--- config.mk ---
export PLATFORM = sky130hd
export DESIGN_NAME = dds_sweep_ctrl
export DESIGN_NICKNAME = d
export VERILOG_FILES = /design/src/rtl/dds_pkg.sv /design/src/rtl/dds_sweep_ctrl_dwell_counter.sv /design/src/rtl/dds_sweep_ctrl.sv
export SDC_FILE = /design/constraint.sdc
export NUM_CORES = 1
export LEC_CHECK = 0
export ABC_AREA = 1
export BUFFER_PORTS_ARGS = -buffer_cell sky130_fd_sc_hd__buf_2
export CORE_ASPECT_RATIO = 1.25
export CORE_MARGIN = 4
export CORE_UTILIZATION = 45
export DETAILED_ROUTE_END_ITERATION = 8
export PLACE_DENSITY_LB_ADDON = 0.15
export SYNTH_ARGS = -nofsm -noshare
export SYNTH_HDL_FRONTEND = slang
export SYNTH_SLANG_ARGS = --single-unit
--- constraint.sdc ---
create_clock -name i_clock -period 7.1 [get_ports i_clock]
set_input_delay 0.355 -clock i_clock [delete_from_list [all_inputs] [get_ports i_clock]]
set_output_delay 0.355 -clock i_clock [all_outputs]
set_load 0.02 [all_outputs]
--- src/rtl/dds_pkg.sv ---
// Shared definitions for the DDS datapath and its sweep scheduler.
package dds_pkg;

    localparam int DDS_N  = 8;
    localparam int DDS_DW = 16;

    typedef enum logic [1:0] {
        IDLE  = 2'd0,
        SWEEP = 2'd1,
        DONE  = 2'd2
    } state_t;

endpackage

--- src/rtl/dds_sweep_ctrl_dwell_counter.sv ---
// Loadable down-counter that times how long each sweep frequency is held.
module dwell_counter
    import dds_pkg::*;
#(
    parameter int DW = DDS_DW
) (
    input  logic          i_clock,
    input  logic          i_reset,
    input  logic          i_load,
    input  logic [DW-1:0] i_load_val,
    input  logic          i_en,
    output logic          o_zero
);

    logic [DW-1:0] r_cnt;

    // Count register: load has priority, decrement stops at zero.
    always_ff @(posedge i_clock or negedge i_reset) begin
        if (!i_reset) begin
            r_cnt <= {DW{1'b0}};
        end else if (i_load) begin
            r_cnt <= i_load_val;
        end else if (i_en && (r_cnt != {DW{1'b0}})) begin
            r_cnt <= r_cnt - {{(DW-1){1'b0}}, 1'b1};
        end else begin
            r_cnt <= r_cnt;
        end
    end

    assign o_zero = (r_cnt == {DW{1'b0}});

endmodule

--- src/rtl/dds_sweep_ctrl.sv ---
// Frequency-sweep scheduler: steps the DDS tuning word from start to stop
// with a programmable dwell, single-shot or looping, muted when idle.
module dds_sweep_ctrl
    import dds_pkg::*;
#(
    parameter int N  = DDS_N,
    parameter int DW = DDS_DW
) (
    input  logic          i_clock,
    input  logic          i_reset,
    input  logic          i_start,
    input  logic          i_abort,
    input  logic          i_loop_en,
    input  logic [N:0]    i_f_start,
    input  logic [N:0]    i_f_stop,
    input  logic [N:0]    i_f_step,
    input  logic [DW-1:0] i_dwell,
    input  logic [N:0]    i_phase_cfg,
    input  logic [N:0]    i_amp_cfg,
    output logic [N:0]    o_freq_out,
    output logic [N:0]    o_phase_out,
    output logic [N:0]    o_amp_out,
    output logic          o_busy,
    output logic          o_done
);

    state_t        r_state, w_state_nxt;
    logic [N:0]    r_freq, r_phase, r_amp;
    logic          r_busy, r_done;
    logic [N:0]    r_f_start, r_f_stop, r_f_step;
    logic [DW-1:0] r_dwell;
    logic          r_loop_en;

    logic [N:0]    w_freq_nxt, w_phase_nxt, w_amp_nxt;
    logic          w_busy_nxt, w_done_nxt;
    logic          w_latch, w_load, w_en, w_zero;
    logic [DW-1:0] w_load_val;
    logic [N+1:0]  w_sum;

    // A dwell of 0 is treated as 1, so the reload value saturates at 0.
    function automatic logic [DW-1:0] f_reload(input logic [DW-1:0] d);
        return (d == {DW{1'b0}}) ? {DW{1'b0}} : (d - {{(DW-1){1'b0}}, 1'b1});
    endfunction

    assign w_sum = {1'b0, r_freq} + {1'b0, r_f_step};

    dwell_counter #(.DW(DW)) u_dwell (
        .i_clock    (i_clock),
        .i_reset    (i_reset),
        .i_load     (w_load),
        .i_load_val (w_load_val),
        .i_en       (w_en),
        .o_zero     (w_zero)
    );

    // Next-state and next-output decode; abort overrides everything.
    always_comb begin
        w_state_nxt = r_state;
        w_freq_nxt  = r_freq;
        w_phase_nxt = r_phase;
        w_amp_nxt   = r_amp;
        w_busy_nxt  = r_busy;
        w_done_nxt  = 1'b0;
        w_latch     = 1'b0;
        w_load      = 1'b0;
        w_en        = 1'b0;
        w_load_val  = f_reload(r_dwell);
        case (r_state)
            IDLE: begin
                w_freq_nxt  = {(N+1){1'b0}};
                w_phase_nxt = {(N+1){1'b0}};
                w_amp_nxt   = {(N+1){1'b0}};
                w_busy_nxt  = 1'b0;
                if (i_start) begin
                    w_state_nxt = SWEEP;
                    w_freq_nxt  = i_f_start;
                    w_phase_nxt = i_phase_cfg;
                    w_amp_nxt   = i_amp_cfg;
                    w_busy_nxt  = 1'b1;
                    w_latch     = 1'b1;
                    w_load      = 1'b1;
                    w_load_val  = f_reload(i_dwell);
                end else begin
                    w_state_nxt = IDLE;
                end
            end
            SWEEP: begin
                w_busy_nxt = 1'b1;
                if (!w_zero) begin
                    w_en = 1'b1;
                end else if (w_sum <= {1'b0, r_f_stop}) begin
                    w_freq_nxt = w_sum[N:0];
                    w_load     = 1'b1;
                end else if (r_loop_en) begin
                    w_freq_nxt = r_f_start;
                    w_load     = 1'b1;
                end else begin
                    w_state_nxt = DONE;
                    w_busy_nxt  = 1'b0;
                    w_done_nxt  = 1'b1;
                    w_amp_nxt   = {(N+1){1'b0}};
                end
            end
            DONE: begin
                w_state_nxt = IDLE;
                w_freq_nxt  = {(N+1){1'b0}};
                w_phase_nxt = {(N+1){1'b0}};
                w_amp_nxt   = {(N+1){1'b0}};
                w_busy_nxt  = 1'b0;
            end
            default: begin
                w_state_nxt = IDLE;
                w_freq_nxt  = {(N+1){1'b0}};
                w_phase_nxt = {(N+1){1'b0}};
                w_amp_nxt   = {(N+1){1'b0}};
                w_busy_nxt  = 1'b0;
            end
        endcase
        if (i_abort) begin
            w_state_nxt = IDLE;
            w_freq_nxt  = {(N+1){1'b0}};
            w_phase_nxt = {(N+1){1'b0}};
            w_amp_nxt   = {(N+1){1'b0}};
            w_busy_nxt  = 1'b0;
            w_done_nxt  = 1'b0;
            w_latch     = 1'b0;
            w_load      = 1'b0;
            w_en        = 1'b0;
        end else begin
            w_state_nxt = w_state_nxt;
        end
    end

    // State and registered outputs.
    always_ff @(posedge i_clock or negedge i_reset) begin
        if (!i_reset) begin
            r_state <= IDLE;
            r_freq  <= {(N+1){1'b0}};
            r_phase <= {(N+1){1'b0}};
            r_amp   <= {(N+1){1'b0}};
            r_busy  <= 1'b0;
            r_done  <= 1'b0;
        end else begin
            r_state <= w_state_nxt;
            r_freq  <= w_freq_nxt;
            r_phase <= w_phase_nxt;
            r_amp   <= w_amp_nxt;
            r_busy  <= w_busy_nxt;
            r_done  <= w_done_nxt;
        end
    end

    // Descriptor is captured only on an accepted start.
    always_ff @(posedge i_clock or negedge i_reset) begin
        if (!i_reset) begin
            r_f_start <= {(N+1){1'b0}};
            r_f_stop  <= {(N+1){1'b0}};
            r_f_step  <= {(N+1){1'b0}};
            r_dwell   <= {DW{1'b0}};
            r_loop_en <= 1'b0;
        end else if (w_latch) begin
            r_f_start <= i_f_start;
            r_f_stop  <= i_f_stop;
            r_f_step  <= i_f_step;
            r_dwell   <= i_dwell;
            r_loop_en <= i_loop_en;
        end else begin
            r_f_start <= r_f_start;
            r_f_stop  <= r_f_stop;
            r_f_step  <= r_f_step;
            r_dwell   <= r_dwell;
            r_loop_en <= r_loop_en;
        end
    end

    assign o_freq_out  = r_freq;
    assign o_phase_out = r_phase;
    assign o_amp_out   = r_amp;
    assign o_busy      = r_busy;
    assign o_done      = r_done;

endmodule
==> metrics, run 1 <==
Post-synth EDFFs 0; hold_sp i_amp_cfg[0]; Slew headroom 45.4%; CP arrival 4.07 ns; initial antenna violation count 0; Via Count 5082; top-level port count 95; Via-to-Cell Ratio 5.05; post-synth cell types 41; clock latency on the worst-skew pair 0.36 ns; DRT antenna net count 0; proportion of layout cells with a drive suffix above 1 16.2%; # nets final 926; Total Routing Usage GR 21.3%; max incr delay on CP 0.41 ns; Fmax 265 MHz; Min Hold Slack 0.193 ns; Final HPWL DP 10900 um; RSZ-0062 raised after global routing false; global route total overflow 0; commonest non-fill, non-tap cell in the layout nand2_1; Mapped Cells 750; Num CTS Buffers 9; clock sink count 91; ys flop type dfrtp_1; Die Wd 108 um; FF-to-FF End u_dwell.r_cnt[4]; DRC viols 0; Final setup viols 0; Initial Util 46.0%; Yosys reg bits 91; final worst-path cycle share 53.2%; worst path bufs/invs 3; largest net degree at the start of global routing 96; Die Outline Area 14300 um^2; total detailed-routing wirelength 14400 um; Vert. Die Dim 133 um; fin crit period 3.77 ns; worst reg2reg path depth 23; Reg clk slew, reported paths 0.08 ns; critical path depth 23; H-tree depth 3; Area growth, synth to finish 16.1%; routed len/inst 14.3 um; Post-Syn Area 5600 um^2; Pre-Repair DR Iteration Count 4; final slew viol count 0; setup bufs post-CTS 0; area of the core 12200 um^2; Seq/Total Area, Yosys 40.7%; hold crit path type input port to flip-flop; element type at the critical path end flip-flop; LEAKAGE 3.47 nW; first-pass GRT wire length 24600 um; CP delay by family, top simple AND/OR/NAND/NOR gates; CP max stage cell fa_1; clk buf depth 2; root buffer selected by CTS clkbuf_16; Initial DRC Count 207; Avg Cell Area, Syn 7.47 um^2; CTS tree done; yosys warns 0; Worst Hold Path Cells 3; Req. time, crit path 7.39 ns; Final GP Congestion 0.904; Crit Reg-Reg Startpoint o_freq_out[0]; Crit path top cell by count nand2_1; peak supply drop 142 uV; skew final 0.00973 ns; status complete, no violations; CTS resizes 0; CP cell instances ha_1 > inv_1 > fa_1 > o21ai_0 > xnor2_1 > inv_1 > ha_1 > nand2_1 > nor2_1 > nand2_1 > nand3_1 > nand2_1 > nand2_1 > nand2_1 > nand2_1 > nand2_1 > nand2_2 > nand2_4 > nand3_4 > nand3_4 > inv_2 > nand2_1 > nand2_1; max_cap viols 0; critical path class flip-flop to flip-flop; Tightest Pin Transition 0.818 ns; most frequent cells in the layout 234 x nand2_1, 93 x buf_2, 92 x inv_1; setup tns final 0 ns; syn nets 839; worst reg2reg setup slack 3.33 ns; PortBufs 94; Placement Rows 45; # diodes 0; Hold Violations, Final 0; vias in the first global route 5172; pwr/cell area 305 nW/um^2; FFs w/ async S/R, synth 100%; CP startpoint kind flip-flop; Max FO, Critical Path 17; hold path endpoint o_amp_out[0]
logic make-up after synthesis:
| kind of cell | share of synthesized area (%) |
|---|---|
| buf+inv | 8.87 |
| compound gates | 10.3 |
| fa+ha+maj | 5.27 |
| flops | 40.7 |
| simple gates | 28.2 |
| xor+xnor | 6.73 |
registers in the layout, summed over array words and instances (netlist names):
register	cells
r_dwell	16
u_dwell.r_cnt	16
o_amp_out	9
o_freq_out	9
o_phase_out	9
r_f_start	9
r_f_step	9
r_f_stop	9
r_state	2
o_busy	1
o_done	1
r_loop_en	1
cell type report:
class	instances	area [um^2]
clock buffer	9	225
clock inverter	7	66.3
fill	1240	5660
inverter	103	387
multi-input combinational	534	2830
sequential	91	2280
tap	164	205
timing repair buffer	98	505
worst register-to-register path: stages (launching register included):
cell	delay, ns
dfrtp_1	0.38
ha_1	0.22
inv_1	0.07
fa_1	0.41
o21ai_0	0.38
xnor2_1	0.16
inv_1	0.07
ha_1	0.27
nand2_1	0.06
nor2_1	0.16
nand2_1	0.07
nand3_1	0.07
nand2_1	0.05
nand2_1	0.05
nand2_1	0.05
nand2_1	0.05
nand2_1	0.05
nand2_2	0.19
nand2_4	0.10
nand3_4	0.19
nand3_4	0.23
inv_2	0.29
nand2_1	0.08
nand2_1	0.08
power by group:
| part | switching (W) | leakage, nW | total [W] | internal [W] |
|---|---|---|---|---|
| sequential | 0.0000824 | 1.16 | 0.000707 | 0.000624 |
| combinational | 0.000509 | 2.17 | 0.000793 | 0.000285 |
| clock | 0.000233 | 0.145 | 0.000481 | 0.000248 |
| total | 0.000824 | 3.47 | 0.00198 | 0.00116 |
metal layers:
layer / wire (um) / GRT usage [%]
met5: 0 / 0
met3: 563 / 3.17
met4: 368 / 8.63
met2: 7580 / 37.6
met1: 5890 / 25.7
how the worst max path moves through the flow:
stage | start | endpoint | slack, ns
after detailed placement | o_freq_out[0] | u_dwell.r_cnt[3] | 3.36
after global placement | o_freq_out[0] | u_dwell.r_cnt[11] | 3.52
after floorplan | o_freq_out[0] | u_dwell.r_cnt[14] | 3.91
final | o_freq_out[0] | u_dwell.r_cnt[4] | 3.33
after CTS | o_freq_out[0] | u_dwell.r_cnt[3] | 3.29
after global routing | o_freq_out[0] | u_dwell.r_cnt[11] | 2.82
synth_stat cells (3+ instances only):
cell / instances / area share [%]
o22ai_1: 9 / 1.0
nor2_1: 48 / 3.2
xor2_1: 31 / 4.8
buf_2: 4 / 0.36
inv_2: 7 / 0.47
clkinv_1: 4 / 0.27
buf_4: 4 / 0.54
nand4_1: 7 / 0.78
nand2_1: 234 / 16
a21oi_1: 10 / 0.89
inv_1: 92 / 6.2
o21ai_0: 52 / 4.6
xnor2_1: 12 / 1.9
nand3_1: 55 / 4.9
o21ai_1: 3 / 0.27
nor2_2: 5 / 0.56
dfrtp_1: 91 / 41
a22oi_1: 4 / 0.54
clkbuf_1: 12 / 0.80
nor3_1: 8 / 0.72
or2_1: 3 / 0.34
a22o_1: 8 / 1.3
ha_1: 22 / 4.9
per-stage QoR:
stage	std cells	power, W	area [um^2]	utilization [%]	setup WS (ns)
6_report	1006	0.00198	6500	53.4	3.33
3_5_place_dp	989	0.00151	6200	51.0	3.36
2_1_floorplan	750	0.00130	5600	-	3.91
3_3_place_gp	989	0.00150	6200	51.0	3.52
5_1_grt	1006	0.00215	6500	53.4	2.82
4_1_cts	1006	0.00200	6500	53.4	3.29
repair_timing:
action / 4_1_cts / 5_1_grt
endpoints found under the setup margin: 0 / 0
endpoints found under the hold margin: 34 / 0
hold buffers: 1 / 0
Power figures use the tool's default switching activity.
==> run 2: changes to the inputs <==
- clock period: 7.1 -> 3.2 ns (I/O delays scaled with it)
==> metrics, run 2 (synthesis gave the netlist of run 1 again) <==
total detailed-routing wirelength 15100 um (+4.7%); Total Routing Usage GR 21.8% (+0.44 points); hold crit path type input port to flip-flop; biggest regs r_dwell (16), u_dwell.r_cnt (16); commonest non-fill, non-tap cell in the layout nand2_1; fin util 57.3% (+3.9 points); RSZ-0062 raised after global routing true; Die Wd 108 um (unchanged); H-tree depth 3 (unchanged); setup tns final -0.113 ns (-0.113 ns); Tot Pwr 0.00474 W (+140%); Num CTS Buffers 9 (unchanged); Area growth, synth to finish 24.5%; largest net degree at the start of global routing 96 (unchanged); final slew viol count 0 (unchanged); area of the core 12200 um^2 (unchanged); Tightest Pin Transition 0.843 ns (+0.0248 ns); CP arrival 3.46 ns (-0.61 ns); DRT antenna net count 0 (unchanged); vias in the first global route 5297 (+2.4%); global route total overflow 0 (unchanged); skew final 0.00955 ns (-0.000182 ns); fillers 1183 (-4.6%); Initial DRC Count 244 (+18%); Max FO, Critical Path 8 (-9); routed len/inst 14.5 um (+1.5%); proportion of layout cells with a drive suffix above 1 21.9% (+5.7 points); Die Outline Area 14300 um^2 (unchanged); max_cap viols 0 (unchanged); # diodes 0 (unchanged); Final HPWL DP 11100 um (+1.1%); Final setup viols 9 (+9); critical path class flip-flop to flip-flop; clock sink count 91 (unchanged); Initial Util 46.0% (unchanged); Placement Rows 45 (unchanged); top-level port count 95 (unchanged); CTS tree done; CP startpoint kind flip-flop; clk buf depth 2 (unchanged); Hold Violations, Final 0 (unchanged); Vert. Die Dim 133 um (unchanged); Reg clk slew, reported paths 0.07 ns (about the same); DRC viols 0 (unchanged); final worst-path cycle share 101% (+48 points); failing checks negative setup slack; fin crit period 3.23 ns (-0.549 ns); Req. time, crit path 3.44 ns (-3.95 ns); # nets final 958 (+3.5%); clock latency on the worst-skew pair 0.36 ns (about the same); Final WS setup -0.0257 ns (-3.35 ns); most frequent cells in the layout 225 x nand2_1, 93 x buf_2, 91 x dfrtp_1; peak supply drop 324 uV (+130%); Final GP Congestion 0.906 (+0.19%); Slew headroom 43.8% (-1.7 points); first-pass GRT wire length 24900 um (+1.4%); Pre-Repair DR Iteration Count 4 (unchanged); element type at the critical path end flip-flop; initial antenna violation count 0 (unchanged); Fmax 310 MHz (+17%); Via-to-Cell Ratio 5.09 (+0.79%); PortBufs 94 (unchanged); Via Count 5285 (+4.0%); status finished with violations; root buffer selected by CTS clkbuf_16; pwr/cell area 680 nW/um^2 (+120%); LEAKAGE 3.66 nW (+5.3%)
-- run 2: what timing repair did --
| item | 4_1_cts | 5_1_grt |
|---|---|---|
| gates cloned | 0 | 1 |
| setup endpoints to repair | 17 | 37 |
| hold endpoints to repair | 34 | 0 |
| setup buffers | 0 | 10 |
| pin swaps | 0 | 21 |
| hold buffers | 7 | 0 |
| gates resized for setup | 2 | 41 |
-- run 2: per-stage QoR --
| step | area, um^2 | setup WS, ns | std cells | hold WS, ns |
|---|---|---|---|---|
| 2_1_floorplan | 5600 | 0.0118 | 750 | -0.136 |
| 3_3_place_gp | 6330 | -0.0176 | 1004 | 0.106 |
| 3_5_place_dp | 6330 | -0.0381 | 1004 | 0.112 |
| 4_1_cts | 6710 | 0.00558 | 1027 | 0.00151 |
| 5_1_grt | 6970 | -0.267 | 1038 | 0.0157 |
| 6_report | 6970 | -0.0257 | 1038 | 0.00821 |
-- run 2: area by class of cell --
| class | instances | area [um^2] | share of cell area [%] |
|---|---|---|---|
| clock buffer | 9 | 225 | 3.23 |
| clock inverter | 7 | 80.1 | 1.15 |
| inverter | 103 | 394 | 5.65 |
| multi-input combinational | 534 | 2990 | 42.9 |
| sequential | 91 | 2280 | 32.7 |
| tap | 164 | 205 | 2.94 |
| timing repair buffer | 130 | 801 | 11.5 |
-- run 2: worst paths after layout --
check,endpoint,start,slack (ns),cells past startpoint
min in group asynchronous,u_dwell.r_cnt[3],i_reset,0.28,2
setup / recovery,u_dwell.r_cnt[6],r_f_step[0],-0.03,26
hold / removal,r_f_step[6],i_f_step[6],0.008,3
hold reg to reg,o_phase_out[8],o_phase_out[8],0.48,2
max in group asynchronous,r_f_start[7],i_reset,2.13,3
setup reg to reg,u_dwell.r_cnt[6],r_f_step[0],-0.03,26
-- run 2: layer usage --
metal	vias up	wire [um]	track usage [%]
met1	2516	6170	25.9
met2	108	7990	38.7
li1	2630	-	-
met3	31	472	2.83
met5	-	0	0
met4	0	449	9.54
-- run 2: where the power goes --
group | switching [W] | internal [W]
clock network | 0.000506 | 0.000619
registers | 0.000177 | 0.00139
logic | 0.00122 | 0.000830
-- run 2: critical path: stages (launching register included) --
cell and delay [ns]:
dfrtp_1 0.35, ha_2 0.20, inv_2 0.04, fa_2 0.39
o21ai_2 0.12, buf_4 0.13, a21o_1 0.12, nand2_2 0.06
nand2_1 0.07, nand2_1 0.06, nand2_2 0.07, inv_2 0.05
ha_4 0.25, nand2_2 0.05, inv_1 0.05, nand2_1 0.05
nand2_1 0.06, nand2_1 0.05, nand2_1 0.06, nand2_1 0.06
nand2_2 0.10, nand2_4 0.07, nand3_4 0.12, nand3_4 0.17
buf_12 0.22, nand3_2 0.06, nand2_1 0.06
